### config.mk
export PLATFORM = sky130hd
export DESIGN_NAME = argo_chan_reduce_flat
export DESIGN_NICKNAME = d
export VERILOG_FILES = /design/src/rtl/argo_pkg.sv /design/src/rtl/argo_chan_reduce_if.sv /design/src/rtl/argo_sync_fifo.sv /design/src/rtl/argo_chan_reduce.sv /design/src/flat_wrapper.sv
export SDC_FILE = /design/constraint.sdc
export NUM_CORES = 1
export LEC_CHECK = 0
export CELL_PAD_IN_SITES_DETAIL_PLACEMENT = 2
export CELL_PAD_IN_SITES_GLOBAL_PLACEMENT = 2
export CORE_MARGIN = 2
export CORE_UTILIZATION = 47
export CTS_CLUSTER_SIZE = 20
export DETAILED_ROUTE_END_ITERATION = 12
export DONT_BUFFER_PORTS = 1
export HOLD_SLACK_MARGIN = 0.1
export PLACE_DENSITY = 0.91
export SYNTH_ARGS = -nofsm -noshare
export SYNTH_HDL_FRONTEND = slang
export SYNTH_SLANG_ARGS = --single-unit
### constraint.sdc
create_clock -name clk -period 11.9 [get_ports clk]
set_clock_uncertainty 0.05 [all_clocks]
set_input_delay 1.785 -clock clk [delete_from_list [all_inputs] [get_ports clk]]
set_output_delay 1.785 -clock clk [all_outputs]
set_load 0.02 [all_outputs]
### src/rtl/argo_pkg.sv
// Shared types and constants for the Argo channel reduce stage.
// State encoding and default widths live here.
package argo_pkg;

  typedef enum logic {
    ACCUM = 1'b0,
    EMIT  = 1'b1
  } state_t;

  localparam int DATA_W_DEF = 32;
  localparam int FCNT_W     = 16;

endpackage

### src/rtl/argo_chan_reduce_if.sv
// Stream-in / sum-out handshake bundle for argo_chan_reduce.
// slave side is the reducer, master side is its environment.
interface argo_chan_reduce_if
  import argo_pkg::*;
#(
  parameter int DATA_W = DATA_W_DEF
);

  logic              ivalid;
  logic [DATA_W-1:0] datain;
  logic              oready;
  logic              ovalid;
  logic [DATA_W-1:0] dataout;
  logic              iready;
  logic [FCNT_W-1:0] frame_cnt;

  modport slave (
    input  ivalid,
    input  datain,
    input  iready,
    output oready,
    output ovalid,
    output dataout,
    output frame_cnt
  );

  modport master (
    output ivalid,
    output datain,
    output iready,
    input  oready,
    input  ovalid,
    input  dataout,
    input  frame_cnt
  );

endinterface

### src/rtl/argo_sync_fifo.sv
// Show-ahead synchronous FIFO; pointers carry one extra wrap bit
// so full and empty are distinguishable without a separate flag.
module argo_sync_fifo #(
  parameter int DATA_W = 32,
  parameter int DEPTH  = 4,
  parameter int AW     = $clog2(DEPTH)
) (
  input  logic              clk,
  input  logic              rst,
  input  logic              push,
  input  logic [DATA_W-1:0] din,
  input  logic              pop,
  output logic [DATA_W-1:0] dout,
  output logic              full,
  output logic              empty,
  output logic [AW:0]       count
);

  localparam logic [AW:0] FULL_C = (AW+1)'(DEPTH);

  logic [DATA_W-1:0] mem [DEPTH];
  logic [AW:0]       wptr;
  logic [AW:0]       rptr;

  always_ff @(posedge clk or negedge rst) begin
    if (!rst) begin
      wptr <= '0;
      rptr <= '0;
    end else begin
      if (push) wptr <= wptr + 1'b1;
      if (pop)  rptr <= rptr + 1'b1;
    end
  end

  always_ff @(posedge clk) begin
    if (push) mem[wptr[AW-1:0]] <= din;
  end

  assign count = wptr - rptr;
  assign full  = (count == FULL_C);
  assign empty = (wptr == rptr);
  assign dout  = mem[rptr[AW-1:0]];

endmodule

### src/rtl/argo_chan_reduce.sv
// Channel consumer: buffers incoming words and reduces each frame
// of FRAME_LEN words to one wrap-around sum on a handshake output.
module argo_chan_reduce
  import argo_pkg::*;
#(
  parameter int DATA_W    = DATA_W_DEF,
  parameter int DEPTH     = 4,
  parameter int FRAME_LEN = 4
) (
  input logic clk,
  input logic rst,
  argo_chan_reduce_if.slave bus
);

  localparam int AW = $clog2(DEPTH);
  localparam int IW = (FRAME_LEN > 1) ? $clog2(FRAME_LEN) : 1;
  localparam logic [AW:0] FULL_C = (AW+1)'(DEPTH);
  localparam logic [IW-1:0] LAST_C = IW'(FRAME_LEN-1);

  state_t            state;
  state_t            nstate;
  logic              run;
  logic [DATA_W-1:0] sum;
  logic [IW-1:0]     items;
  logic              ovalid_q;
  logic [DATA_W-1:0] dataout_q;
  logic [FCNT_W-1:0] fcnt;

  logic              push;
  logic              pop;
  logic              last;
  logic              hs;
  logic [DATA_W-1:0] head;
  logic [DATA_W-1:0] nsum;
  logic              full;
  logic              empty;
  logic [AW:0]       fill;

  // oready is purely registered: never looks at ivalid
  assign bus.oready = run && (fill != FULL_C);
  assign push = bus.ivalid && bus.oready && !full;

  argo_sync_fifo #(
    .DATA_W (DATA_W),
    .DEPTH  (DEPTH)
  ) u_fifo (
    .clk   (clk),
    .rst   (rst),
    .push  (push),
    .din   (bus.datain),
    .pop   (pop),
    .dout  (head),
    .full  (full),
    .empty (empty),
    .count (fill)
  );

  always_ff @(posedge clk or negedge rst) begin
    if (!rst) state <= ACCUM;
    else      state <= nstate;
  end

  always_comb begin
    nstate = state;
    unique case (1'b1)
      state == ACCUM: if (pop && last) nstate = EMIT;
      state == EMIT:  if (bus.iready)  nstate = ACCUM;
      default:        nstate = ACCUM;
    endcase
  end

  always_comb begin
    pop  = (state == ACCUM) && !empty;
    last = (items == LAST_C);
    hs   = (state == EMIT) && bus.iready;
    nsum = sum + head;
  end

  always_ff @(posedge clk or negedge rst) begin
    if (!rst) begin
      run       <= 1'b0;
      sum       <= '0;
      items     <= '0;
      ovalid_q  <= 1'b0;
      dataout_q <= '0;
      fcnt      <= '0;
    end else begin
      run <= 1'b1;
      if (pop) begin
        if (last) begin
          sum       <= '0;
          items     <= '0;
          dataout_q <= nsum;
          ovalid_q  <= 1'b1;
        end else begin
          sum   <= nsum;
          items <= items + 1'b1;
        end
      end
      if (hs) begin
        ovalid_q <= 1'b0;
        fcnt     <= fcnt + 1'b1;
      end
    end
  end

  assign bus.ovalid    = ovalid_q;
  assign bus.dataout   = dataout_q;
  assign bus.frame_cnt = fcnt;

endmodule

### src/flat_wrapper.sv
// flat-port wrapper written by rule: the top's interface ports become plain ports
module argo_chan_reduce_flat import argo_pkg::*;
#(
  parameter int DATA_W    = DATA_W_DEF,
  parameter int DEPTH     = 4,
  parameter int FRAME_LEN = 4
)
  (clk, rst, bus_ivalid, bus_datain, bus_iready, bus_oready, bus_ovalid, bus_dataout, bus_frame_cnt);
  argo_chan_reduce_if #(.DATA_W(DATA_W)) bus_i ();
  input logic clk;
  input logic rst;
  input wire logic [$bits(bus_i.ivalid)-1:0] bus_ivalid;
  input wire logic [$bits(bus_i.datain)-1:0] bus_datain;
  input wire logic [$bits(bus_i.iready)-1:0] bus_iready;
  output wire logic [$bits(bus_i.oready)-1:0] bus_oready;
  output wire logic [$bits(bus_i.ovalid)-1:0] bus_ovalid;
  output wire logic [$bits(bus_i.dataout)-1:0] bus_dataout;
  output wire logic [$bits(bus_i.frame_cnt)-1:0] bus_frame_cnt;
  assign bus_i.ivalid = bus_ivalid;
  assign bus_i.datain = bus_datain;
  assign bus_i.iready = bus_iready;
  assign bus_oready = bus_i.oready;
  assign bus_ovalid = bus_i.ovalid;
  assign bus_dataout = bus_i.dataout;
  assign bus_frame_cnt = bus_i.frame_cnt;
  argo_chan_reduce #(.DATA_W(DATA_W), .DEPTH(DEPTH), .FRAME_LEN(FRAME_LEN)) u_core (.clk(clk), .rst(rst), .bus(bus_i));
endmodule
==> summary.md <==
| Metric | Value |
|---|---|
| DRC | `0` |
| Placed instance area | `just over 10,000 sq um` |
| Clk Latency, worst-skew pair | `~530 ps` |
| Synth top area share | `0.390` |
| Core area | `just over 20,000 sq um` |
| Post-DP HPWL | `roughly 19,000 um` |
| CTS tree | `built` |
| RD Place Congestion | `roughly 0.83` |
| Slew Limit Fails | `0` |
| First-pass GRT wire length | `approximately 49,000 um` |
| Total placed cells including tap cells | `around 970` |
| RSZ-0062 raised after global routing | `no` |
| Initial antenna violation count | `0` |
| Layout cells sized above 1 | `0.122` |
| Via/cell ratio | `6.51` |
| Max Fclk | `between 200 and 250 MHz` |
| Number of port buffers | `0` |
| First drt pass iteration count | `5` |
| Average size of a mapped cell | `approximately 14 sq um` |
| GRT Total Usage | `0.297` |
| Hold_buf cts | `0` |
| Post-synthesis cell count | `720` |
| Setup tns final | `0 ps` |
| Yosys top cell by area | `edfxtp_1` |
| Outcome | `finished clean` |
| Final WL | `~32,000 um` |
| Seq/Total Area, Yosys | `0.622` |
| Slew margin rel. | `0.234` |
| Worst Tran Pin Value | `roughly 1100 ps` |
| Post-synth top cells | `edfxtp_1 (128), nand2_1 (102), dfrtp_1 (91), ha_1 (40), o21ai_0 (34)` |
| N_diodes | `0` |
| Synthesized Nets | `roughly 800` |
| CP startpoint kind | `register` |
| Layout Nets | `~800` |
| Hold Vio Cnt, Final | `0` |
| EDFF count, synth | `about 130` |
| Crit path max fanout | `35` |
| Site Rows | `52` |
| Fin crit period | `4850 ps` |
| Post-Layout Cell Count | `around 1,000` |
| Die area | `about 22,000 sq um` |
| Syn Std Cell Area | `between 9000 and 10,000 sq um` |
| Hold crit path type | `register to register` |
| Max_cap viols | `0` |
| Synth area leaders | `edfxtp_1 (39%), dfrtp_1 (23%), mux4_2 (7.3%)` |
| Distinct cells, synth | `62` |
| Clock-pin slew on the worst setup and hold paths | `about 70 ps` |
| Worst EP arrival | `between 5000 and 6000 ps` |
| Final Cycle Share | `0.408` |
| WP data required | `~12,000 ps` |
| CTS Buf Count | `25` |
| Routed Antenna Nets | `0` |
| Design area | `roughly 11,000 sq um` |
| Die Span X | `149 um` |
| Async set or reset register ratio after synthesis | `0.416` |
| Initial Utilization | `0.483` |
| FILL cells | `roughly 1,900` |
| Initial DRC count | `about 480` |
| Vias in the first global route | `between 7,000 and 8,000` |
| Most frequent cell after synthesis | `edfxtp_1` |
| Grt total ovfl | `0` |
| Clock H-tree levels | `1` |
| Critical path class | `register to register` |
| Clock Tree Buf Depth | `3` |
| Synth warnings | `0` |
| Yosys reg bits | `between 200 and 250` |
| Area Overhead vs Synth | `10.4%` |
| Clock Sink Count | `roughly 220` |
| DR vias | `approximately 6,600` |
| Nature of the critical path endpoint | `register` |
| Root buffer cell | `clkbuf_16` |
| Setup-failing EPs final | `0` |
| I/O pins | `86` |
| Most used DFF post-synth | `edfxtp_1` |
| Die height | `approximately 150 um` |
| DR WL/cell | `roughly 31 um` |
| Pin count of the biggest net entering global routing | `between 90 and 100` |
| Resized cells post-CTS | `0` |
| Postcts setup bufs | `0` |
cells in the final DEF (no fill, tap or decap), types with 7 or more instances in the layout:
cell / count
xor2_1: 13
xnor2_1: 31
o31ai_1: 25
buf_4: 9
o21ai_0: 34
mux4_2: 32
nor2_1: 21
a21oi_1: 28
clkbuf_16: 25
edfxtp_1: 128
dfrtp_1: 90
nand3_1: 11
and3_1: 7
inv_1: 12
nand4_1: 8
nand2_1: 100
clkbuf_1: 11
a21o_1: 17
ha_1: 40
nor3_1: 7
o211ai_1: 9
layout make-up:
type | count | area, sq um | share of cell area
Sequential cell | 219 | 6120 | 0.563
Multi-Input combinational cell | 458 | 3550 | 0.327
Clock buffer | 37 | 681 | 0.0626
Tap cell | 270 | 338 | 0.0311
Timing Repair Buffer | 9 | 67.6 | 0.00621
Clock inverter | 8 | 66.3 | 0.00610
Inverter | 12 | 45.0 | 0.00414
state kept, by name (all words and copies together) (netlist names):
name,count
u_core.bus.dataout,32
u_core.bus.frame_cnt,16
u_core.bus.ovalid,1
u_core.items,2
u_core.run,1
u_core.state,1
u_core.sum,32
u_core.u_fifo.mem,128
u_core.u_fifo.rptr,3
u_core.u_fifo.wptr,3
worst max-delay path, stage by stage, from the launching register on:
cell      delay [ps]
dfrtp_2          350
buf_4            580
mux4_2           620
ha_1             230
fa_1             430
a21o_1           200
a21oi_1          280
o21bai_1         130
a21o_1           270
a21boi_1         300
o21ai_1          260
a21o_1           320
o21a_1           230
o41ai_1          430
cells by family after synthesis:
kind of cell             synth area share
XOR/XNOR                           0.0391
AO/OA/AOI/OAI                       0.105
flip-flops                          0.622
other                            0.000381
buffers and inverters              0.0180
AND/OR/NAND/NOR                    0.0840
adder cells (fa/ha/maj)            0.0529
multiplexers                       0.0787
metrics by stage:
stage / setup WS [ps] / util / hold slack (ps)
after floorplan: 7840 / - / 395
after global placement: 7710 / 0.497 / 412
after detailed placement: 7220 / 0.497 / 431
after CTS: 7070 / 0.534 / 451
after global routing: 6870 / 0.534 / 488
final: 7050 / 0.534 / 448
metal layers:
layer / up-vias / track usage / wire length [um] / part of all wire
met2: 270 / 0.519 / 16100 / 0.51
met4: 0 / 0.131 / 1540 / 0.049
li1: 2715 / - / - / -
met5: - / 0 / 0 / 0
met3: 107 / 0.0578 / 1820 / 0.057
met1: 3498 / 0.358 / 12200 / 0.39
final timing paths:
check                                 startpoint                endpoint  slack, ps  depth (start not counted)
max in group asynchronous                    rst  u_core.bus.dataout[25]      10760                          0
min                               u_core.sum[12]          u_core.sum[12]        450                          2
max                        u_core.u_fifo.rptr[0]          u_core.sum[16]       7050                         13
min in group asynchronous                    rst   u_core.u_fifo.rptr[2]        900                          0
max reg2reg                u_core.u_fifo.rptr[0]          u_core.sum[16]       7050                         13
min reg2reg                       u_core.sum[12]          u_core.sum[12]        450                          2
Power is left out: the tool's default activity adds up to more than one toggle a clock period on the data nets, which glitch-free logic cannot reach.
